<file path="src/rtl/data_memory_arbiter_pkg.sv">
// data_memory_arbiter_pkg: shared types and constants for the data-memory arbiter
package data_memory_arbiter_pkg;
  typedef enum logic [1:0] {ARB_IDLE, ARB_WAIT, ARB_STALL, ARB_DONE} arb_state_e;
  localparam int STALL_CNT_W_DEF = 8;
  localparam logic [STALL_CNT_W_DEF-1:0] STALL_SAT = '1;
endpackage

</file>
<file path="src/rtl/data_memory_arbiter.sv">
// data_memory_arbiter: shares the data RAM between the CPU core (fixed priority) and a host port,
// forcing a one-cycle core stall when the host has waited STARVE_LIMIT busy cycles.
module data_memory_arbiter
  import data_memory_arbiter_pkg::*;
#(
  parameter int DATA_W       = 8,
  parameter int D_ADDR_W     = 12,
  parameter int STARVE_LIMIT = 15,
  parameter int STARVE_CNT_W = 4,
  parameter int STALL_CNT_W  = STALL_CNT_W_DEF
) (
  input  logic                   clk,
  input  logic                   reset_n,
  input  logic [D_ADDR_W-1:0]    core_addr,
  input  logic [DATA_W-1:0]      core_wdata,
  input  logic                   core_we,
  input  logic                   core_re,
  output logic [DATA_W-1:0]      core_rdata,
  input  logic                   host_req,
  input  logic                   host_we,
  input  logic [D_ADDR_W-1:0]    host_addr,
  input  logic [DATA_W-1:0]      host_wdata,
  output logic                   host_ack,
  output logic [DATA_W-1:0]      host_rdata,
  output logic                   host_busy,
  output logic                   core_stall,
  output logic                   grant_host,
  output logic [STALL_CNT_W-1:0] stall_events,
  output logic [D_ADDR_W-1:0]    mem_addr,
  output logic [DATA_W-1:0]      mem_wdata,
  output logic                   mem_we,
  input  logic [DATA_W-1:0]      mem_rdata
);
  arb_state_e              state_q, state_d;
  logic [STARVE_CNT_W-1:0] cnt_q, cnt_d;
  logic [D_ADDR_W-1:0]     addr_q, addr_d;
  logic [DATA_W-1:0]       wdata_q, wdata_d, rdata_q, rdata_d;
  logic                    we_q, we_d;
  logic [STALL_CNT_W-1:0]  stall_q, stall_d;
  logic                    core_busy;
  assign core_busy    = core_we | core_re;
  assign grant_host   = (state_q == ARB_WAIT && !core_busy) || state_q == ARB_STALL;
  assign core_stall   = state_q == ARB_STALL;
  assign host_ack     = state_q == ARB_DONE;
  assign host_busy    = state_q != ARB_IDLE;
  assign host_rdata   = rdata_q;
  assign stall_events = stall_q;
  assign core_rdata   = mem_rdata;
  assign mem_addr     = grant_host ? addr_q : core_addr;
  assign mem_wdata    = grant_host ? wdata_q : core_wdata;
  // Gating with reset_n keeps a stray core write from reaching the RAM while held in reset.
  assign mem_we       = reset_n & (grant_host ? we_q : core_we);
  always_comb begin
    state_d = state_q;
    cnt_d   = cnt_q;
    addr_d  = addr_q;
    wdata_d = wdata_q;
    we_d    = we_q;
    stall_d = stall_q;
    rdata_d = (grant_host && !we_q) ? mem_rdata : rdata_q;
    case (state_q)
      ARB_IDLE: if (host_req) begin
        state_d = ARB_WAIT;
        cnt_d   = '0;
        addr_d  = host_addr;
        wdata_d = host_wdata;
        we_d    = host_we;
      end
      ARB_WAIT: begin
        state_d = !core_busy ? ARB_DONE
                : cnt_q == STARVE_CNT_W'(STARVE_LIMIT - 1) ? ARB_STALL : ARB_WAIT;
        cnt_d   = (core_busy && state_d == ARB_WAIT) ? cnt_q + STARVE_CNT_W'(1) : cnt_q;
      end
      ARB_STALL: begin
        state_d = ARB_DONE;
        stall_d = &stall_q ? stall_q : stall_q + STALL_CNT_W'(1);
      end
      default: state_d = ARB_IDLE;
    endcase
  end
  always_ff @(posedge clk or negedge reset_n) begin
    if (!reset_n) begin
      state_q <= ARB_IDLE;
      cnt_q   <= '0;
      addr_q  <= '0;
      wdata_q <= '0;
      we_q    <= 1'b0;
      rdata_q <= '0;
      stall_q <= '0;
    end else begin
      state_q <= state_d;
      cnt_q   <= cnt_d;
      addr_q  <= addr_d;
      wdata_q <= wdata_d;
      we_q    <= we_d;
      rdata_q <= rdata_d;
      stall_q <= stall_d;
    end
  end
endmodule

</file>
<file path="config.mk">
export PLATFORM = sky130hd
export DESIGN_NAME = data_memory_arbiter
export DESIGN_NICKNAME = d
export VERILOG_FILES = /design/src/rtl/data_memory_arbiter_pkg.sv /design/src/rtl/data_memory_arbiter.sv
export SDC_FILE = /design/constraint.sdc
export NUM_CORES = 1
export LEC_CHECK = 0
export BUFFER_PORTS_ARGS = -buffer_cell sky130_fd_sc_hd__buf_4
export CAP_MARGIN = 15
export CELL_PAD_IN_SITES_DETAIL_PLACEMENT = 1
export CELL_PAD_IN_SITES_GLOBAL_PLACEMENT = 1
export CORE_UTILIZATION = 32
export DETAILED_ROUTE_END_ITERATION = 8
export PLACE_DENSITY = 0.8
export SYNTH_ARGS = -nofsm -noshare
export SYNTH_HDL_FRONTEND = slang
export SYNTH_SLANG_ARGS = --single-unit
</file>
<file path="constraint.sdc">
create_clock -name clk -period 2.1 [get_ports clk]
set_clock_uncertainty 0.2 [all_clocks]
set_input_delay 0.42 -clock clk [delete_from_list [all_inputs] [get_ports clk]]
set_output_delay 0.42 -clock clk [all_outputs]
set_load 0.005 [all_outputs]
</file>
Word level (Yosys, flattened, before mapping)
Cells that the tools add are included.
Storage, ports and cells
  bits in registers: 43
  input bits: 54
  output and inout port bits: 49
Operators by class
  add/subtract/negate cells: 2
  equality and inequality tests: 7
  multiplexer cells: 10
  bitwise gates (word level): 3
  reductions and logical operators: 13
Operators by type and width (number)
  $mux 12: 1
  $add 8x1->8 const B: 1
  $mux 4: 2
  $mux 8: 1
  $pmux 4 s2: 1
  $reduce_and 8->1: 1
  $mux 2: 3
  $pmux 2 s3: 1
  $add 4x1->4 const B: 1
  $eq 2x1->1 const B: 2
  $eq 2x2->1 const B: 2
  $eq 4x4->1 const B: 1
  $reduce_and 2->1: 2
  $reduce_bool 2->1: 2
  $logic_and 1x1->1: 3
  $reduce_and 3->1: 1
  $logic_not 1->1: 2
  $logic_not 2->1: 1
  $ne 2x1->1 const B: 1
  $ne 2x2->1 const B: 1
  $and 1x1->1: 1
  $logic_or 1x1->1: 1
  $mux 1: 1
  $not 1->1: 1
  $or 1x1->1: 1

Logic depth before layout (Yosys ltp)
Gate-level depths: netlist (run 1).
  depth after elaboration: 7
  mapped depth: 5

Worst setup path before layout (run 1)
No wires, ideal clock.
  kind: register to output
  start point: reg state_q[0]
  end point: out mem_addr[10]
  arrival time: 1.488 ns
  data required time: 1.480 ns
  path slack: -0.008 ns
  stages on the path, launching flop included: 6
  path buffers: 1
  cell sequence: dfrtp_1 -> nand2b_1 -> inv_1 -> a21oi_2 -> buf_2 -> mux2_2
Between the ends
  elaborated cells on any way between the ends: 5
  classes of those cells: eq/ne: 2; mux: 1; reduce/logical: 2
RTL lines
  start, declared: RTL line data_memory_arbiter.sv:34  | arb_state_e state_q, state_d;
  start signal, assigned: RTL line data_memory_arbiter.sv:91  | state_q <= state_d;
  $eq 2x2->1
  via core_stall: RTL line data_memory_arbiter.sv:26  | output logic core_stall,
  $logic_or 1x1->1: RTL line data_memory_arbiter.sv:42  | assign grant_host = (state_q == ARB_WAIT && !core_busy) || state_q == ARB_STALL;
  $mux 12: RTL line data_memory_arbiter.sv:49  | assign mem_addr = grant_host ? addr_q : core_addr;
  end, declared: RTL line data_memory_arbiter.sv:29  | output logic [D_ADDR_W-1:0] mem_addr,
The timed path passes the listed nets, and every way through them passes these cells.

Worst setup path after layout (run 1)
  start point: reg state_q[1]
  end point: out mem_addr[7]
Between the ends
  word-level cells in the longest chain between the ends: 4
  elaborated cells on any way between the ends: 5
  classes of those cells: eq/ne: 2; mux: 1; reduce/logical: 2
RTL lines (RTL line)
  $eq 2x1->1: data_memory_arbiter.sv:42
  $logic_and 1x1->1: data_memory_arbiter.sv:42
  $logic_or 1x1->1 (*): data_memory_arbiter.sv:42
  $mux 12 (*): data_memory_arbiter.sv:49
Every way passes the cells marked *; elsewhere a longest branch is shown, timed or not.

==> metrics.md, run 1 <==
| Metric | Value |
|---|---|
| GRT Residual Overflow | 0 |
| Actual transition at the worst max-transition pin | around 0.56 ns |
| Net count reported at finish | 341 |
| Min-Delay Path Class | input port to asynchronous set/reset pin |
| H-tree depth | 2 |
| Via count normalized by instance count | ~4.9 |
| Worst path cell trace | nand2b_4, inv_4, a21oi_4, buf_12, mux2_2, buf_4 |
| Kind of capture point of the worst setup path | primary output |
| Num CTS Buffers | 5 |
| Post-synthesis simple-gate area fraction | 0.0671 |
| Largest delay share family, worst path | flip-flops |
| Largest family of logic cells by synthesized area | multiplexers |
| Clock latency at the later pin of the worst-skew pair | between 0.2 and 0.3 ns |
| Remaining design rule violation count | 16 |
| Fin area | 3290 µm² |
| Routed length per instance | between 15 and 20 µm |
| GP Congestion | roughly 0.73 |
| Number of buffers added to fix hold violations after cts | 0 |
| Worst Path Class, Setup | flop to primary output |
| Post-synthesis mux area share | 0.284 |
| Initial cell density of the core | 0.337 |
| Area of the core region | 6420 µm² |
| Post-synth net total | 225 |
| Commonest non-fill, non-tap cells in the layout | sky130_fd_sc_hd__buf_4 (112), sky130_fd_sc_hd__mux2_2 (43), sky130_fd_sc_hd__dfrtp_1 (42) |
| Horizontal die dimension | ~84 µm |
| Worst slew margin relative to its limit | 0.628 |
| Post-route worst hold slack | ~0.021 ns |
| Post-synthesis xor/xnor area fraction | 0.0202 |
| Router iterations before antenna repair | 6 |
| Count of non-filler cells in the finished layout | 362 |
| Post-synthesis instance total | 168 |
| Total I/O pin count | 103 |
| Post-synthesis cell area | between 2000 and 2500 µm² |
| Clock sink total | between 40 and 50 |
| Row count | 29 |
| Part of the Yosys area used for sequential elements | 0.497 |
| Number of different library cells in the post-synthesis netlist | 35 |
| Count of warnings emitted by yosys | 0 |
| DRC violation total after the first TritonRoute iteration | 39 |
| Setup repair after global routing missed its margin | true |
| Placed Cells incl. Taps | 348 |
| Terminus of the critical flop-to-flop path | addr_q[6]$_DFFE_PN0P_ |
| Post-synthesis share of cell area spent on full adders, half adders and majority gates | 0.0173 |
| Maximum fanout count along the critical path | 16 |
| Final antenna diode count | 0 |
| Clock root buffer master | sky130_fd_sc_hd__clkbuf_8 |
| Number of nets with antenna violations after detailed routing | 0 |
| Die Height | between 80 and 90 µm |
| TritonCTS clock tree | done |
| Run status | finished with violations |
| Clock-pin slew reported for the worst setup and hold paths after clock tree synthesis | 0.08 ns |
| Number of hold violations in the final report | 0 |
| Startpoint Class | flop |
| Compound-cell area share of the yosys netlist | 0.0601 |
| Maximum clock path buffer count | 2 |
| Setup slack at placement | -0.0477 ns |
| Leakage | about 1.7 nW |
| IO Port Bufs | between 100 and 150 |
| Maximum vdd ir drop | 0.416 mV |
| Number of global-route vias before repair | just under 2000 |
| Number of violations of the max-capacitance limit | 0 |
| Crit path launch | state_q[1]$_DFFE_PN0P_ |
| Number of buffers and inverters on the critical path | 3 |
| DR vias | approximately 1800 |
| Slowest cell on the critical path | sky130_fd_sc_hd__dfrtp_2 |
| Clock period minus final worst setup slack | 2.37 ns |
| Origin of the critical flop-to-flop path | state_q[1]$_DFFE_PN0P_ |
| End of the critical path | mem_addr[7] |
| Crit path arrival time | approximately 1.8 ns |
| Total global routing track utilization | 0.162 |
| Area of the die | approximately 7100 µm² |
| Power density of the placed cells | ~1100 nW/µm² |
| Levels on crit path | 6 |
| Data required time of the worst path | roughly 1.5 ns |
| Final critical-path setup slack | -0.268 ns |
| Most common cell after layout, fill and taps aside | sky130_fd_sc_hd__buf_4 |
| Final WL | 5460 µm |
| Highest clock frequency the design can meet | ~0.42 GHz |
| Path depth of the worst reg2reg path | 5 |
| Area delta synth->final | 51.8% |
| Violated checks | design-rule violations, negative setup slack |
| Final number of max-transition violations | 0 |
| Mapped Avg Cell Area | ~13 µm² |
| Final period util | 1.13 |
| Antenna violations before repair | 0 |
| First-pass GRT wire length | ~9100 µm |
| Register-to-register setup slack | around 0.07 ns |
| Largest net degree at the start of global routing | 44 |
| Placed Area | a little over 3000 µm² |
| FF+latch count, synth | 43 |
| Half-perimeter wire length of the detailed placement result | 4080 µm |
| # setup viols final | 21 |
| Fraction of layout cells with a size suffix above 1 | 0.667 |
| Highest cell delay on the worst timing path | around 0.46 ns |
cell usage after synthesis:
cell type                   count  area (µm²)
sky130_fd_sc_hd__or3b_2         1        8.76
sky130_fd_sc_hd__nor2_1         2        7.51
sky130_fd_sc_hd__mux2i_1        4        40.0
sky130_fd_sc_hd__mux2_2        51         574
sky130_fd_sc_hd__a32o_1         2        20.0
sky130_fd_sc_hd__buf_4          9        67.6
sky130_fd_sc_hd__a2bb2oi_1      1        8.76
sky130_fd_sc_hd__a21o_1         2        15.0
sky130_fd_sc_hd__nor2b_1        1        6.26
sky130_fd_sc_hd__nand3b_1       2        15.0
sky130_fd_sc_hd__and4_1         1        8.76
sky130_fd_sc_hd__or2_2          1        6.26
sky130_fd_sc_hd__xor2_1         4        35.0
sky130_fd_sc_hd__clkbuf_1       1        3.75
sky130_fd_sc_hd__nand2b_1       1        6.26
sky130_fd_sc_hd__and2_1         1        6.26
sky130_fd_sc_hd__xnor2_1        1        8.76
sky130_fd_sc_hd__nand2_1        6        22.5
sky130_fd_sc_hd__nor4_1         1        6.26
sky130_fd_sc_hd__a2111oi_0      1        8.76
sky130_fd_sc_hd__buf_2          4        20.0
sky130_fd_sc_hd__inv_1          7        26.3
sky130_fd_sc_hd__nand3_1        3        15.0
sky130_fd_sc_hd__a211oi_1       3        22.5
sky130_fd_sc_hd__or4b_4         1        13.8
sky130_fd_sc_hd__a21oi_4        1        16.3
sky130_fd_sc_hd__nor3_1         2        10.0
sky130_fd_sc_hd__a21oi_2        1        8.76
sky130_fd_sc_hd__and3_1         1        6.26
sky130_fd_sc_hd__dfrtp_1       43        1080
sky130_fd_sc_hd__nand4_1        1        6.26
sky130_fd_sc_hd__o21bai_1       2        15.0
sky130_fd_sc_hd__a21oi_1        1        5.00
sky130_fd_sc_hd__o21ai_0        2        10.0
sky130_fd_sc_hd__ha_1           3        37.5
per-layer routing:
layer / GRT usage / vias up / part of all wire
met3: 0.0423 / 4 / 0.070
li1: - / 819 / -
met1: 0.192 / 865 / 0.41
met5: 0 / - / 0
met2: 0.293 / 70 / 0.52
met4: 0.0376 / 0 / 0.0066
flip-flops by register name (all words and copies together) (netlist names):
register / cells
state_q: 2
wdata_q: 8
we_q: 1
stall_events: 8
cnt_q: 4
host_rdata: 8
addr_q: 12
worst min path at each step:
stage                                           end                    from
after floorplan               addr_q[0]$_DFFE_PN0P_                 reset_n
after global placement       wdata_q[5]$_DFFE_PN0P_  wdata_q[5]$_DFFE_PN0P_
after detailed placement     addr_q[10]$_DFFE_PN0P_  addr_q[10]$_DFFE_PN0P_
after CTS                    wdata_q[1]$_DFFE_PN0P_                 reset_n
after global routing      host_rdata[6]$_DFFE_PN0P_                 reset_n
final                     host_rdata[6]$_DFFE_PN0P_                 reset_n
what timing repair did:
| action | in CTS | in global routing |
|---|---|---|
| endpoints found under the hold margin | 0 | 0 |
| gates cloned | 0 | 0 |
| setup buffers | 6 | 1 |
| endpoints found under the setup margin | 22 | 31 |
| gates resized for setup | 23 | 3 |
| pin swaps | 2 | 3 |
layout make-up:
type	count	area, µm²
Fill cell	686	3140
Tap cell	77	96.3
Sequential cell	43	1080
Multi-Input combinational cell	104	1030
Timing Repair Buffer	123	973
Clock inverter	1	5.00
Clock buffer	7	76.3
Inverter	7	28.8
power breakdown:
group	internal, mW	total (mW)	switching, mW
clock	0.234	0.504	0.271
sequential	1.20	1.48	0.271
combinational	1.15	1.76	0.615
kinds of logic after synthesis:
| logic type | after synthesis |
|---|---|
| multiplexers | 55 |
| flip-flops | 43 |
| AND/OR/NAND/NOR | 25 |
| buffers and inverters | 21 |
| AO/OA/AOI/OAI | 16 |
| XOR/XNOR | 5 |
| adder cells (fa/ha/maj) | 3 |
stage by stage:
stage          utilization  power (mW)  setup TNS (ns)
4_1_cts              0.510        3.78           -5.03
3_5_place_dp         0.477        3.09          -0.579
5_1_grt              0.512        4.02           -6.75
6_report             0.512        3.74           -5.02
2_1_floorplan            -        2.29               0
3_3_place_gp         0.477        3.00               0
No activity file was read; power rests on OpenSTA's default activity.
==> run 2, diff against run 1 <==
- SKIP_CTS_REPAIR_TIMING: unset -> 1
==> run 2 against run 1 <==
- the run still ends with design-rule violations, negative setup slack left
- flip-flop and latch count unchanged
- worst hold slack about the same
- first-iteration DRC count up 10%
- register-to-register slack about the same
- cell count down 1.1%
- combinational power down 2%
- die area unchanged
- maximum frequency up 0.35%
- largest power group unchanged
==> metrics.md, run 2 (same netlist as run 1, synthesis figures left out) <==
| Metric | Value |
|---|---|
| Area of the core region | 6420 µm² (unchanged) |
| End-of-flow core utilization | 0.506 (was 0.512) |
| Routed length per instance | 15.1 µm (about the same) |
| GRT Residual Overflow | 0 (unchanged) |
| GRT busiest layer | met2 (unchanged) |
| Net count reported at finish | 337 (was 341) |
| Power density of the placed cells | 1140 nW/µm² (about the same) |
| Most common cell after layout, fill and taps aside | sky130_fd_sc_hd__buf_4 (unchanged) |
| Row count | 29 (unchanged) |
| Clock-pin slew reported for the worst setup and hold paths after clock tree synthesis | 0.08 ns (about the same) |
| Number of hold violations in the final report | 0 (unchanged) |
| Grt met3 use | 0.0423 (unchanged) |
| Run status | finished with violations (unchanged) |
| Fin area | 3250 µm² (was 3290 µm²) |
| Clock sink total | 43 (unchanged) |
| Number of violations of the max-capacitance limit | 0 (unchanged) |
| Maximum fanout count along the critical path | 16 (unchanged) |
| Internal power component | 2.55 mW (was 2.59 mW) |
| Net switching component of the power | 1.14 mW (was 1.16 mW) |
| Initial cell density of the core | 0.337 (unchanged) |
| Final period util | 1.12 (was 1.13) |
| Largest net degree at the start of global routing | 44 (unchanged) |
| Final number of max-transition violations | 0 (unchanged) |
| Switching part of the total | 0.309 (about the same) |
| First-pass GRT wire length | 8770 µm (was 9110 µm) |
| Area of the die | 7100 µm² (unchanged) |
| Commonest non-fill, non-tap cells in the layout | sky130_fd_sc_hd__buf_4 (110), sky130_fd_sc_hd__mux2_2 (43), sky130_fd_sc_hd__dfrtp_1 (42) (was sky130_fd_sc_hd__buf_4 (112), sky130_fd_sc_hd__mux2_2 (43), sky130_fd_sc_hd__dfrtp_1 (42)) |
| Post-route worst hold slack | 0.0209 ns (was 0.0208 ns) |
| Half-perimeter wire length of the detailed placement result | 4080 µm (unchanged) |
| Violated checks | design-rule violations, negative setup slack (unchanged) |
| Clock period minus final worst setup slack | 2.36 ns (was 2.37 ns) |
| H-tree depth | 2 (unchanged) |
| Highest clock frequency the design can meet | 0.424 GHz (was 0.422 GHz) |
| Total I/O pin count | 103 (unchanged) |
| Area delta synth->final | 50.1% (was 51.8%) |
| GP Congestion | 0.730 (unchanged) |
| Horizontal die dimension | 84.2 µm (unchanged) |
| Register with the most flip-flops | addr_q (unchanged) |
| Final antenna diode count | 0 (unchanged) |
| Reg power frac | 0.399 (was 0.394) |
| IO Port Bufs | 102 (unchanged) |
| Number of nets with antenna violations after detailed routing | 0 (unchanged) |
| Startpoint Class | flop (unchanged) |
| Combinational power share | 0.465 (was 0.471) |
| Remaining design rule violation count | 16 (unchanged) |
| Flip-flop count of the largest register, all copies and words added | 12 (unchanged) |
| Clock power share | 0.136 (was 0.135) |
| Min-Delay Path Class | input port to asynchronous set/reset pin (unchanged) |
| Setup repair after global routing missed its margin | true (unchanged) |
| Met1 track utilization from global routing | 0.182 (was 0.192) |
| Worst Path Class, Setup | flop to primary output (unchanged) |
| Leakage | 1.64 nW (was 1.66 nW) |
| Clock root buffer master | sky130_fd_sc_hd__clkbuf_8 (unchanged) |
| Maximum vdd ir drop | 0.411 mV (was 0.416 mV) |
| Fraction of layout cells with a size suffix above 1 | 0.662 (was 0.667) |
| DRC violation total after the first TritonRoute iteration | 43 (was 39) |
| Worst slew margin relative to its limit | 0.629 (was 0.628) |
| Count of non-filler cells in the finished layout | 358 (was 362) |
| Post-layout total power | 3.69 mW (was 3.74 mW) |
| Actual transition at the worst max-transition pin | 0.556 ns (was 0.558 ns) |
| Total global routing track utilization | 0.156 (was 0.162) |
| Placed Cells incl. Taps | 348 (unchanged) |
| Kind of capture point of the worst setup path | primary output (unchanged) |
| Number of global-route vias before repair | 1889 (was 1924) |
| Clock latency at the later pin of the worst-skew pair | 0.29 ns (about the same) |
| Die Height | 84.2 µm (unchanged) |
| Data required time of the worst path | 1.48 ns (about the same) |
| DR vias | 1739 (was 1758) |
| Antenna violations before repair | 0 (unchanged) |
| Placed Area | 3060 µm² (unchanged) |
| Via count normalized by instance count | 4.86 (about the same) |
| Router iterations before antenna repair | 6 (unchanged) |
| Num CTS Buffers | 5 (unchanged) |
| Maximum clock path buffer count | 2 (unchanged) |
| Final WL | 5400 µm (was 5460 µm) |
| Path depth of the worst reg2reg path | 5 (unchanged) |
| TritonCTS clock tree | done (unchanged) |
| Met2 Resource Use GR | 0.283 (was 0.293) |
| # setup viols final | 21 (unchanged) |
| Final critical-path setup slack | -0.259 ns (was -0.268 ns) |
| Crit path arrival time | 1.74 ns (was 1.75 ns) |
## run 2: cell count changes in the layout (fill, tap and decap cells not counted), sizes merged
cell | previous run | this run
buf | 123 | 119
## run 2: path summary, 6_finish.rpt
path                                             start                        end  slack (ns)
worst max-delay path            state_q[1]$_DFFE_PN0P_                mem_addr[7]       -0.26
worst min-delay path                           reset_n  host_rdata[6]$_DFFE_PN0P_        0.02
worst max register to register  state_q[1]$_DFFE_PN0P_      addr_q[6]$_DFFE_PN0P_        0.07
worst min register to register  wdata_q[0]$_DFFE_PN0P_     wdata_q[0]$_DFFE_PN0P_        0.31
max in group asynchronous                      reset_n     state_q[1]$_DFFE_PN0P_        1.28
min in group clk                         host_wdata[1]     wdata_q[1]$_DFFE_PN0P_        0.16
## run 2: final cells by class
| class | instances | area, µm² |
|---|---|---|
| Timing Repair Buffer | 119 | 936 |
| Clock inverter | 1 | 5.00 |
| Inverter | 7 | 28.8 |
| Sequential cell | 43 | 1080 |
| Tap cell | 77 | 96.3 |
| Clock buffer | 7 | 76.3 |
| Multi-Input combinational cell | 104 | 1030 |
| Fill cell | 691 | 3170 |
## run 2: worst max-delay path, cell delays in order, from the launching register on
cell                       delay (ns)
sky130_fd_sc_hd__dfrtp_2         0.46
sky130_fd_sc_hd__nand2b_4        0.10
sky130_fd_sc_hd__inv_4           0.04
sky130_fd_sc_hd__a21oi_4         0.18
sky130_fd_sc_hd__buf_12          0.18
sky130_fd_sc_hd__mux2_2          0.34
sky130_fd_sc_hd__buf_4           0.14
## run 2: layer usage
metal / wire length, µm / up-vias
met5: 0 / -
met4: 36 / 0
met3: 375 / 4
met2: 2790 / 67
met1: 2200 / 858
li1: - / 810
## run 2: power by group through the flow
stage | clock network [mW] | registers (mW) | logic, mW
floorplan | 0 | 1.42 | 0.873
global placement | 0 | 1.46 | 1.54
detailed placement | 0 | 1.48 | 1.61
CTS | 0.532 | 1.47 | 1.61
global route | 0.568 | 1.53 | 1.87
finish | 0.502 | 1.47 | 1.72
## run 2: stage by stage
stage          setup WS (ns)  TNS (ns)
2_1_floorplan         0.0629         0
3_3_place_gp         0.00278         0
3_5_place_dp         -0.0477    -0.579
4_1_cts               -0.363     -7.19
5_1_grt               -0.340     -6.55
6_report              -0.259     -4.78
